<file path="config.mk">
export PLATFORM = sky130hd
export DESIGN_NAME = conf_write_buffer
export DESIGN_NICKNAME = d
export VERILOG_FILES = /design/src/rtl/conf_bus_pkg.sv /design/src/rtl/tmr_reg.sv /design/src/rtl/conf_write_buffer.sv
export SDC_FILE = /design/constraint.sdc
export NUM_CORES = 1
export LEC_CHECK = 0
export CELL_PAD_IN_SITES_DETAIL_PLACEMENT = 1
export CELL_PAD_IN_SITES_GLOBAL_PLACEMENT = 1
export CORE_MARGIN = 4
export CORE_UTILIZATION = 40
export DETAILED_ROUTE_END_ITERATION = 7
export GPL_ROUTABILITY_DRIVEN = 1
export PLACE_DENSITY = 0.75
export SLEW_MARGIN = 30
export SYNTH_ARGS = -nofsm -noshare
export SYNTH_HDL_FRONTEND = slang
export SYNTH_SLANG_ARGS = --single-unit
</file>
<file path="constraint.sdc">
create_clock -name Clk -period 6.8 [get_ports Clk]
set_input_delay 1.36 -clock Clk [delete_from_list [all_inputs] [get_ports Clk]]
set_output_delay 1.36 -clock Clk [all_outputs]
set_load 0.005 [all_outputs]
</file>
<file path="src/rtl/conf_bus_pkg.sv">
// Shared configuration-bus definitions: bus widths, the address/data word
// carried on the bus, and the bitwise majority voter used by TMR registers.
package conf_bus_pkg;

  localparam int CONF_AW = 16;
  localparam int CONF_DW = 16;

  // Widest register the voter handles; narrower users zero-extend.
  localparam int VOTE_W = 32;

  typedef struct packed {
    logic [CONF_AW-1:0] addr;
    logic [CONF_DW-1:0] data;
  } conf_word_t;

  // Bitwise 2-of-3 majority.
  function automatic logic [VOTE_W-1:0] vote3(
    input logic [VOTE_W-1:0] a,
    input logic [VOTE_W-1:0] b,
    input logic [VOTE_W-1:0] c
  );
    return (a & b) | (a & c) | (b & c);
  endfunction

endpackage

</file>
<file path="src/rtl/tmr_reg.sv">
// Triple-redundant register. All three copies reload from the same D input
// every cycle and the output is their bitwise majority, so an upset in any
// single copy is masked immediately and scrubbed on the next edge.
module tmr_reg
  import conf_bus_pkg::*;
#(
  parameter int           W       = 1,
  parameter logic [W-1:0] RST_VAL = '0
) (
  input  logic         Clk,
  input  logic         Reset,
  input  logic [W-1:0] i_d,
  output logic [W-1:0] o_q
);

  logic [W-1:0] r_c0;
  logic [W-1:0] r_c1;
  logic [W-1:0] r_c2;

  // Three independent copies, all loaded from the voted next value.
  // NOTE: sequential state uses non-blocking assignments so every register
  // samples pre-edge values and simulation matches the synthesised flops.
  always_ff @(posedge Clk or negedge Reset) begin
    if (!Reset) begin
      r_c0 <= RST_VAL;
      r_c1 <= RST_VAL;
      r_c2 <= RST_VAL;
    end else begin
      r_c0 <= i_d;
      r_c1 <= i_d;
      r_c2 <= i_d;
    end
  end

  assign o_q = W'(vote3(VOTE_W'(r_c0), VOTE_W'(r_c1), VOTE_W'(r_c2)));

endmodule

</file>
<file path="src/rtl/conf_write_buffer.sv">
// Configuration write buffer: captures one {address, data} word per rising
// edge of the bus write strobe into a small FIFO and presents the head entry
// to the register bank, popping it on Mem_Write && Mem_Ready. Conf_Free_Out
// throttles the shift-register stage with one slot of margin. All control
// state is triple-redundant; the data storage is a plain array.
module conf_write_buffer
  import conf_bus_pkg::*;
#(
  parameter int DEPTH = 4
) (
  input  logic                     Clk,
  input  logic                     Reset,
  input  logic                     Conf_Write_In,
  input  logic [CONF_AW-1:0]       Conf_Address_In,
  input  logic [CONF_DW-1:0]       Conf_Data_In,
  output logic                     Conf_Free_Out,
  output logic                     Mem_Write,
  output logic [CONF_AW-1:0]       Mem_Address,
  output logic [CONF_DW-1:0]       Mem_Data,
  input  logic                     Mem_Ready,
  output logic [$clog2(DEPTH):0]   Level,
  output logic                     Overflow,
  input  logic                     Clear_Overflow
);

  localparam int PW = $clog2(DEPTH);
  localparam int LW = PW + 1;
  localparam logic [LW-1:0] FULL_LVL = LW'(DEPTH);
  localparam logic [LW-1:0] FREE_LVL = LW'(DEPTH - 2);

  // Voted control state
  logic          w_first;
  logic          w_wr_prev;
  logic [PW-1:0] w_wptr;
  logic [PW-1:0] w_rptr;
  logic [LW-1:0] w_level;
  logic          w_ovf;
  logic          w_free;

  // Next-state values
  logic [PW-1:0] w_wptr_nxt;
  logic [PW-1:0] w_rptr_nxt;
  logic [LW-1:0] w_level_nxt;
  logic          w_ovf_nxt;
  logic          w_free_nxt;

  // Datapath controls
  logic          w_push;
  logic          w_full;
  logic          w_pop;
  logic          w_push_ok;
  logic          w_drop;
  conf_word_t    w_in_word;
  conf_word_t    w_head;

  conf_word_t    r_mem [DEPTH];

  // The first cycle after reset behaves as if the strobe was already high,
  // so a strobe held across reset release is not captured.
  assign w_push    = Conf_Write_In && !(w_wr_prev || w_first);
  assign w_full    = (w_level == FULL_LVL);
  assign w_pop     = Mem_Write && Mem_Ready;
  assign w_push_ok = w_push && (!w_full || w_pop);
  assign w_drop    = w_push && w_full && !w_pop;

  assign w_wptr_nxt  = w_wptr + PW'(w_push_ok);
  assign w_rptr_nxt  = w_rptr + PW'(w_pop);
  assign w_level_nxt = w_level + LW'(w_push_ok) - LW'(w_pop);
  assign w_ovf_nxt   = w_drop || (w_ovf && !Clear_Overflow);
  assign w_free_nxt  = (w_level_nxt <= FREE_LVL);

  assign w_in_word.addr = Conf_Address_In;
  assign w_in_word.data = Conf_Data_In;

  tmr_reg #(.W(1), .RST_VAL(1'b1)) u_first (
    .Clk(Clk), .Reset(Reset), .i_d(1'b0), .o_q(w_first)
  );

  tmr_reg #(.W(1), .RST_VAL(1'b0)) u_wr_prev (
    .Clk(Clk), .Reset(Reset), .i_d(Conf_Write_In), .o_q(w_wr_prev)
  );

  tmr_reg #(.W(PW), .RST_VAL('0)) u_wr_ptr (
    .Clk(Clk), .Reset(Reset), .i_d(w_wptr_nxt), .o_q(w_wptr)
  );

  tmr_reg #(.W(PW), .RST_VAL('0)) u_rd_ptr (
    .Clk(Clk), .Reset(Reset), .i_d(w_rptr_nxt), .o_q(w_rptr)
  );

  tmr_reg #(.W(LW), .RST_VAL('0)) u_level (
    .Clk(Clk), .Reset(Reset), .i_d(w_level_nxt), .o_q(w_level)
  );

  tmr_reg #(.W(1), .RST_VAL(1'b0)) u_overflow (
    .Clk(Clk), .Reset(Reset), .i_d(w_ovf_nxt), .o_q(w_ovf)
  );

  tmr_reg #(.W(1), .RST_VAL(1'b1)) u_free (
    .Clk(Clk), .Reset(Reset), .i_d(w_free_nxt), .o_q(w_free)
  );

  // Write accepted words into storage at the write pointer.
  // NOTE: storage has no reset; the voted level alone decides validity, and
  // leaving the array unreset lets it map onto plain RAM/flops without a
  // reset tree.
  always_ff @(posedge Clk) begin
    if (w_push_ok) begin
      r_mem[w_wptr] <= w_in_word;
    end
  end

  // Present the head entry, or zeros when the buffer is empty.
  // NOTE: the default assignment first keeps this block free of latches.
  always_comb begin
    w_head = '0;
    if (w_level != '0) begin
      w_head = r_mem[w_rptr];
    end
  end

  assign Mem_Write     = (w_level != '0);
  assign Mem_Address   = w_head.addr;
  assign Mem_Data      = w_head.data;
  assign Level         = w_level;
  assign Overflow      = w_ovf;
  assign Conf_Free_Out = w_free;

endmodule

</file>
; Word level (Yosys, flattened, before mapping)
; Memory sizes are Yosys's and may differ from the RTL's.
; Cells that the tools add are included.
[word_totals]
regBits = 11
latch_bits = 0
ramBits = 128
mem_bits_ro = 0
out_inout_bits = 38
mem_count = 1
[memory_table]
columns = memory, words, width, read_ports, rd_ports_with_merged_regs, wr, line
row1 = r_mem, 4, 32, 1, 0, 1, conf_write_buffer.sv:56  ; conf_word_t r_mem [DEPTH];
[op_classes]
addsub = 4
mul = 0
div = 0
n_lt_le_gt_ge = 1
eq_ne = 1
shifts = 0
mux = 3
bitwise = 21
reduce_logical = 14
[ops]
columns = cell, count
row1 = 2-to-1 mux 32 bit, 1
row2 = OR 1 bit, 8
row3 = OR 2 bit, 4
row4 = logical AND 1 bit, 6
row5 = OR 3 bit, 2
row6 = adder 2 x 1 -> 2 bit, 2
row7 = AND 1 bit, 4
row8 = AND 2 bit, 2
row9 = logical NOT 1 bit, 4
row10 = adder 3 x 1 -> 3 bit, 1
row11 = AND 3 bit, 1
row12 = "equality test 3 bit, second input constant", 1
row13 = "less-or-equal comparator 3 x 2 -> 1 bit, second input constant", 1
row14 = logical OR 1 bit, 3
row15 = nonzero test 3 bit, 1
row16 = subtractor 3 x 1 -> 3 bit, 1
row17 = 2-to-1 mux 1 bit, 2

; Depth between registers and ports, before layout
; Gate-level depths: netlist of run 1.
[depth]
word_depth = 10
mapped_depth = 9
ltp_nobuf = 9

; Cells and area by module
; Synthesis of run 1 repeated with hierarchy kept, for this count alone.
[hier_totals]
cells_unflattened = 240
area_unflattened_um2 = 5378.9
[by_module_without_submodules]
columns = module, instances, cells_per_inst, area_per_inst_um2, seq_area_each_um2
row1 = conf_write_buffer, 1, 229, 5101.1, 3843.7
row2 = tmr_reg (u_rd_ptr ...), 2, 2, 50.0, 50.0
row3 = tmr_reg (u_level), 1, 3, 75.1, 75.1
row4 = tmr_reg (u_first ...), 2, 1, 26.3, 26.3
row5 = tmr_reg (u_overflow ...), 2, 1, 25.0, 25.0

; Least setup slack after synthesis of run 1
; No wires, ideal clock.
[synth_timing]
kind = input -> register
from = input port Conf_Write_In
to = memory r_mem[1][0] (netlist bit) (enable)
setup_time_ns = 0.513
arrival_ns = 5.246
path_slack_ns = 1.041
cell_stages = 2
n_path_buf = 0
cell_sequence = or3b_2 -> nor4b_1
[synth_via]
elab_chain_cells = 4
[synth_rtl]
columns = item, line
row1 = "start, declared", conf_write_buffer.sv:13  ; input logic Conf_Write_In,
row2 = logical AND 1 bit, conf_write_buffer.sv:60  ; assign w_push = Conf_Write_In && !(w_wr_prev || w_first);
row3 = logical AND 1 bit, conf_write_buffer.sv:63  ; assign w_push_ok = w_push && (!w_full || w_pop);
row4 = 2-to-1 mux 1 bit, conf_write_buffer.sv:108  ; if (w_push_ok) begin
row5 = 2-to-1 mux 1 bit (implied by the code), conf_write_buffer.sv:109  ; r_mem[w_wptr] <= w_in_word;
row6 = "end, declared", conf_write_buffer.sv:56
; Every way passes these cells.

; Worst setup path in the final report of run 1
[layout_timing]
from = register u_rd_ptr.r_c0[0]
to = output port Mem_Address[14]
[layout_via]
elab_chain_cells = 5
[layout_rtl]
columns = item, line
row1 = "start, declared", tmr_reg.sv:16  ; logic [W-1:0] r_c0;
row2 = "start signal, assigned", tmr_reg.sv:29  ; r_c0 <= i_d;
row3 = AND 2 bit (*), conf_bus_pkg.sv:22  ; return (a & b) | (a & c) | (b & c);
row4 = OR 2 bit, conf_bus_pkg.sv:22
row5 = OR 2 bit (*), conf_bus_pkg.sv:22
row6 = memory (4 x 32 bit) (*), -
row7 = 2-to-1 mux 32 bit (*), conf_write_buffer.sv:117  ; if (w_level != '0) begin
row8 = "end, declared", conf_write_buffer.sv:18  ; output logic [CONF_AW-1:0] Mem_Address,
; Mark *: on every way between the ends. The rest lies on a longest branch, timed or not.

==> metrics.md, run 1 <==
| Metric | Value |
|---|---|
| Filler cells | approximately 1200 |
| Area of the multi-input gates | around 1200 µm² |
| Critical path type | reg -> out |
| Worst r2r dst | u_free.r_c0 |
| CTS resizes | 0 |
| CTS tree | built |
| Proportion of layout cells with a drive suffix above 1 | 23.3% |
| Worst Setup Start Kind | flop |
| CP max-delay cell | dfrtp_2 |
| P&R area growth vs syn | 29.3% |
| Mapped Area | about 5400 µm² |
| Slew HR | approximately two fifths |
| Worst Setup SP | u_rd_ptr.r_c0[0] |
| Routed vias | 2587 |
| CTS clk-pin slew, worst paths | roughly 0.050 ns |
| Hold WC Path Type | reg -> reg |
| CP Depth | 4 |
| Postcts setup bufs | 0 |
| Top Ports | between 70 and 80 |
| First-pass GRT wire length | around 16 mm |
| Lkg Pwr | 2.32 nW |
| Vias per inst | 4.98 |
| Post-synthesis sequential area ratio | approximately 77% |
| Worst Path Buf+Inv | 2 |
| Die area | ~15000 µm² |
| Top cells by area, synth | edfxtp_1 71%, mux4_2 13%, dfrtp_1 4.2%, and2_1 3.8%, buf_12 1.1% |
| Pre-antenna DRT Iters | 4 |
| Tmin final | 4.17 ns |
| Vias in the first global route | between 2000 and 3000 |
| GRT Residual Overflow | 0 |
| Post-route cell area | ~7000 µm² |
| Initial antenna violation count | 0 |
| Initial Utilization | roughly two fifths |
| Mean Syn Cell Area | 22.4 µm² |
| Maximum vdd drop | between 200 and 250 µV |
| CORE AREA | about 13000 µm² |
| Die Y | about 120 µm |
| Crit-path cells | buf_4 -> mux4_1 -> and2_1 -> clkdlybuf4s50_1 |
| WP data arrival | about 2.8 ns |
| Slew @ Worst Pin | about 0.9 ns |
| R2R cell count | 9 |
| Die Wd | about 120 µm |
| GPL Wtd Cong | approximately 0.69 |
| Largest net degree at the start of global routing | 35 |
| Yosys top cell area share | 71.4% |
| MaxCap Viol Count | 0 |
| Final antenna-violating net count | 0 |
| Mapped Cells | 240 |
| RSZ-0062 raised after global routing | no |
| Reg-to-reg critical path startpoint | u_level.r_c0[1] |
| Max clock buf depth | 2 |
| Worst-Skew Late Latency | around 0.42 ns |
| Worst setup endpoint | Mem_Address[14] |
| # DRC | 0 |
| Dpl hpwl | 6.40 mm |
| CTS H-tree depth | 4 |
| Setup Skew | 0.00981 ns |
| # clock sinks | 139 |
| Num CTS Buffers | 17 |
| Status | completed |
| Final Cycle Share | approximately three fifths |
| Number of distinct library cells after synthesis | 26 |
| Hold Vio Cnt, Final | 0 |
| Critical path endpoint category | output pin |
| Port Buf Inserts | 74 |
| Worst Path Max Fanout | 19 |
| Fin. max-slew vios | 0 |
| Leading area contributor after synthesis | edfxtp_1 |
| Cts hold-fix bufs | 0 |
| # nets final | 373 |
| Worst EP required | 5.44 ns |
| DR WL/cell | 19.9 µm |
| Post-Route WL | 10.3 mm |
| Top Family by Delay on Critical Path | buffers and inverters |
| Achievable Freq | approximately 0.24 GHz |
| Placement Cell Area | 6350 µm² |
| Largest stage delay, worst path | just under 0.7 ns |
| TNS Setup | 0 ns |
| Yosys warning count | 0 |
| PwrDens | between 400 and 500 nW/µm² |
| R2R setup slack | 3.91 ns |
| Hold path cells | 1 |
| Setup violations, final | 0 |
| Total GRT Usage | ~15% |
| Antenna Cells | 0 |
| Reg area | around 4100 µm² |
| Clock Root Buffer | clkbuf_16 |
| Starting DRT DRC Count | around 190 |
| Row Count | 42 |
| Register bit total from synthesis | approximately 140 |
| Syn nets | 282 |
==> logic make-up (layout without fill, tap and decap cells) <==
| group | Yosys count | after routing | share of synthesized area [%] |
|---|---|---|---|
| muxes | 32 | 32 | 13.5 |
| AOI/OAI and AO/OA | 2 | 2 | 0.279 |
| buffers and inverters | 15 | 119 | 2.16 |
| and+or+nand+nor | 43 | 43 | 5.28 |
| other | 1 | 1 | 0.0697 |
| xor gates and xnor gates | 3 | 3 | 0.767 |
| adders and majority gates | 5 | 5 | 1.30 |
| DFF | 139 | 139 | 76.6 |
==> cell usage after synthesis <==
master / n
edfxtp_1: 128
or3_1: 1
nor4b_2: 1
dfrtp_1: 9
and2_1: 33
inv_1: 4
buf_12: 3
buf_6: 1
a21oi_1: 1
or2_2: 1
nor4bb_1: 1
ha_1: 4
clkbuf_1: 4
nor4_1: 1
dfstp_2: 2
mux4_2: 30
mux4_1: 2
a32o_1: 1
nor4b_1: 2
conb_1: 1
nor2_1: 2
xor2_1: 2
xor3_1: 1
buf_2: 3
or3b_2: 1
fa_1: 1
==> cell type report <==
type / count / area share [%]
clock buffers: 18 / 6.17
clock inverters: 14 / 2.55
inverters: 4 / 0.216
multi-input cells: 86 / 16.9
flip-flops and latches: 139 / 59.3
well taps: 176 / 3.17
repair buffers: 83 / 11.7
==> layer usage <==
layer | routed length (µm) | GRT usage (%)
met5 | 0 | 0
met4 | 211 | 7.19
met3 | 574 | 4.86
met2 | 5420 | 24.5
met1 | 4140 | 18.1
==> metrics by stage <==
stage                     instances  setup slack (ns)  hold WS [ns]  utilization (%)  power [mW]
after detailed placement        488              2.62         0.500             48.1        1.95
final                           520              2.63         0.509             52.7        2.85
after global routing            520              2.45         0.524             52.7        3.01
after global placement          487              2.65         0.488             48.0        1.92
after CTS                       520              2.54         0.512             52.7        2.91
after floorplan                 240              1.04         0.487                -        1.56
==> sequential cells by signal, summed over array words and instances (netlist names) <==
register	count
r_mem	128
u_first.r_c0	1
u_free.r_c0	1
u_level.r_c0	3
u_overflow.r_c0	1
u_rd_ptr.r_c0	2
u_wr_prev.r_c0	1
u_wr_ptr.r_c0	2
==> placed cells by master (no fill, tap or decap), types with 4 or more instances in the layout <==
master,synthesis,layout
and2_1,33,33
buf_4,0,8
bufinv_16,0,4
clkbuf_16,0,17
clkdlybuf4s50_1,0,74
clkinv_2,0,5
dfrtp_1,9,7
edfxtp_1,128,128
ha_1,4,4
inv_1,4,4
mux4_2,30,30
==> power by group <==
group | switching (mW) | internal [mW] | total (mW)
clock | 0.335 | 0.607 | 0.942
combinational | 0.265 | 0.532 | 0.797
sequential | 0.103 | 1.01 | 1.11
==> how the worst min path moves through the flow <==
stage / slack (ns) / to / start
finish: 0.51 / u_overflow.r_c0 / u_overflow.r_c0
global route: 0.52 / u_overflow.r_c0 / u_overflow.r_c0
CTS: 0.51 / u_overflow.r_c0 / u_overflow.r_c0
detailed placement: 0.50 / u_overflow.r_c0 / u_overflow.r_c0
global placement: 0.49 / u_overflow.r_c0 / u_overflow.r_c0
floorplan: 0.49 / u_overflow.r_c0 / u_overflow.r_c0
(Power assumes the default switching activity.)
==> inputs of run 2 (changes only) <==
Settings changed: PLACE_DENSITY 0.75 to 0.77.
Clock period 6.8 ns to 3.5 ns, I/O delays scaled along.
==> run 2 against run 1 <==
Against the previous run:
- clock skew fell by 0.0039 ns
- via count fell by 0.62%
- die area did not move
- sequential power rose by 94%
- final area rose by 1.3%
- clock-buffer cell count fell by 1
- power rose by 97%
- global-route usage fell by 0.28 points
- worst setup slack got worse by 2.3 ns
- critical endpoint unchanged
==> metrics.md, run 2 (synthesis gave the netlist of run 1 again) <==
| Metric | Value |
|---|---|
| Reg-to-reg critical path startpoint | u_level.r_c0[1] |
| First-pass GRT wire length | 16.1 mm (-1.1%) |
| DR WL/cell | 19.7 µm (-1.1%) |
| Most frequent cells in the layout | 128 x edfxtp_1, 74 x clkdlybuf4s50_1, 33 x and2_1 |
| Dpl cells | 493 (+1.0%) |
| Reg area | 4120 µm² (unchanged) |
| Area of the multi-input gates | 1180 µm² (-0.11%) |
| Final Util | 53.4% (+0.66 points) |
| Pre-CTS setup slack | 0.232 ns (-2.39 ns) |
| Clock Root Buffer | clkbuf_16 |
| Pre-antenna DRT Iters | 5 (+1) |
| Worst Path Max Fanout | 21 (+2) |
| Top Ports | 75 (unchanged) |
| CTS tree | built |
| Slew @ Worst Pin | 0.721 ns (-0.182 ns) |
| RSZ-0062 raised after global routing | no |
| Non-filler cells in the finished layout | 525 (+0.96%) |
| Achievable Freq | ~0.31 GHz |
| Final antenna-violating net count | 0 (unchanged) |
| Setup ws final | 0.312 ns (-2.31 ns) |
| Vias in the first global route | 2966 (+0.95%) |
| Num CTS Buffers | 17 (unchanged) |
| CP max-delay cell | or3_1 |
| Initial Utilization | 40.8% (unchanged) |
| Filler cells | 1167 (+0.43%) |
| Vias per inst | 4.90 (-1.6%) |
| GPL Wtd Cong | 0.666 (-3.0%) |
| Slew HR | 52.0% (+12 points) |
| Die Wd | 124 µm (unchanged) |
| Fin. max-slew vios | 0 (unchanged) |
| Initial antenna violation count | 0 (unchanged) |
| Post-Route WL | 10.3 mm (-0.18%) |
| Total Power | 5.63 mW (+97%) |
| Routed vias | 2571 (-0.62%) |
| Status | completed |
| Worst Setup SP | u_level.r_c0[1] |
| Tmin final | 3.19 ns |
| GRT Residual Overflow | 0 (unchanged) |
| Critical path endpoint category | output pin |
| Worst EP required | 2.80 ns (-2.64 ns) |
| Largest regs | r_mem: 128 flops, u_level.r_c0: 3 flops |
| Hold Vio Cnt, Final | 0 (unchanged) |
| Worst Setup Start Kind | flop |
| # clock sinks | 139 (unchanged) |
| Post-route cell area | 7040 µm² (+1.3%) |
| CTS clk-pin slew, worst paths | 0.06 ns (about the same) |
| Die area | 15400 µm² (unchanged) |
| P&R area growth vs syn | 30.9% |
| Setup violations, final | 0 (unchanged) |
| Placement Cell Area | 6420 µm² (+1.1%) |
| Row Count | 42 (unchanged) |
| Number of flip-flops in the largest register | 128 (unchanged) |
| PwrDens | 799 nW/µm² (+95%) |
| Proportion of layout cells with a drive suffix above 1 | 24.6% (+1.4 points) |
| Largest net degree at the start of global routing | 33 (-5.7%) |
| Port Buf Inserts | 74 (unchanged) |
| Critical path type | reg -> out |
| Cts hold-fix bufs | 0 (unchanged) |
| Max clock buf depth | 2 (unchanged) |
| Hold Path Origin | u_overflow.r_c0 |
| Dpl hpwl | 6.62 mm (+3.5%) |
| Maximum vdd drop | 369 µV (+54%) |
| Worst-Skew Late Latency | 0.41 ns (about the same) |
| Hold WC Path Type | reg -> reg |
| Postcts setup bufs | 0 (unchanged) |
| CORE AREA | 13200 µm² (unchanged) |
| Final Cycle Share | between 90% and 100% |
| Largest stage delay, worst path | 0.68 ns (about the same) |
| Total GRT Usage | 14.8% (-0.28 points) |
| CTS resizes | 0 (unchanged) |
| Commonest non-fill, non-tap cell in the layout | edfxtp_1 |
| Antenna Cells | 0 (unchanged) |
| Fin Hold WS | 0.498 ns (-0.0103 ns) |
| # nets final | 378 (+1.3%) |
| Biggest register | r_mem |
| Die Y | 124 µm (unchanged) |
| WP data arrival | 2.49 ns (-0.32 ns) |
| CTS H-tree depth | 4 (unchanged) |
| # DRC | 0 (unchanged) |
| Starting DRT DRC Count | 205 (+8.5%) |
| TNS Setup | 0 ns (unchanged) |
| Setup Skew | 0.00592 ns (-0.00389 ns) |
| MaxCap Viol Count | 0 (unchanged) |
| Lkg Pwr | 2.35 nW (+1.1%) |
| Crit-path cells | or3_1 -> buf_4 -> and2_1 -> clkdlybuf4s50_1 |
run 2: cell types whose count changed in the layout (fill, tap and decap cells not counted), moves of 3 or more:
cell        change
buf_12          +3
buf_4           +3
clkinv_2        -3
clkinvlp_4      +3
run 2: area by class of cell:
type                       instances  area share (%)
timing repair buffer              88            12.5
multi-input combinational         86            16.7
clock buffer                      17            6.04
tap                              176            3.13
clock inverter                    15            2.82
sequential                       139            58.6
inverter                           4           0.213
run 2: power by group:
| group | internal, mW | switching, mW | leakage [nW] |
|---|---|---|---|
| clock network | 1.19 | 0.662 | 0.293 |
| registers | 1.96 | 0.186 | 1.28 |
| logic | 1.09 | 0.541 | 0.775 |
| total | 4.24 | 1.39 | 2.35 |
run 2: final timing paths:
| path | endpoint | slack [ns] | cells past startpoint |
|---|---|---|---|
| setup / recovery | Mem_Address[14] | 0.31 | 4 |
| hold / removal | u_overflow.r_c0 | 0.50 | 1 |
| setup reg to reg | u_free.r_c0 | 0.70 | 9 |
| hold reg to reg | u_overflow.r_c0 | 0.50 | 1 |
| max in group asynchronous | u_rd_ptr.r_c0[0] | 2.46 | 1 |
| min in group asynchronous | u_level.r_c0[0] | 0.65 | 1 |
run 2: worst max-delay path: cells and delay by family, from the launching register on:
kind	cells	cell delay, ns
flip-flops	1	0.46
buffers and inverters	2	0.76
AND/OR/NAND/NOR	2	0.84
run 2: per-layer routing:
layer	vias to the layer above	share of wire, %	global-route usage (%)
met4	0	0.99	5.13
met5	-	0	0
met3	10	5.6	5.63
li1	1165	-	-
met2	66	53	24.6
met1	1330	40	17.6
==> inputs of run 3 (changes only) <==
Settings changed: GPL_ROUTABILITY_DRIVEN 1 to 0.
==> results of run 3 <==
Same layout as run 2: the final DEF is identical, and so are final timing and power.
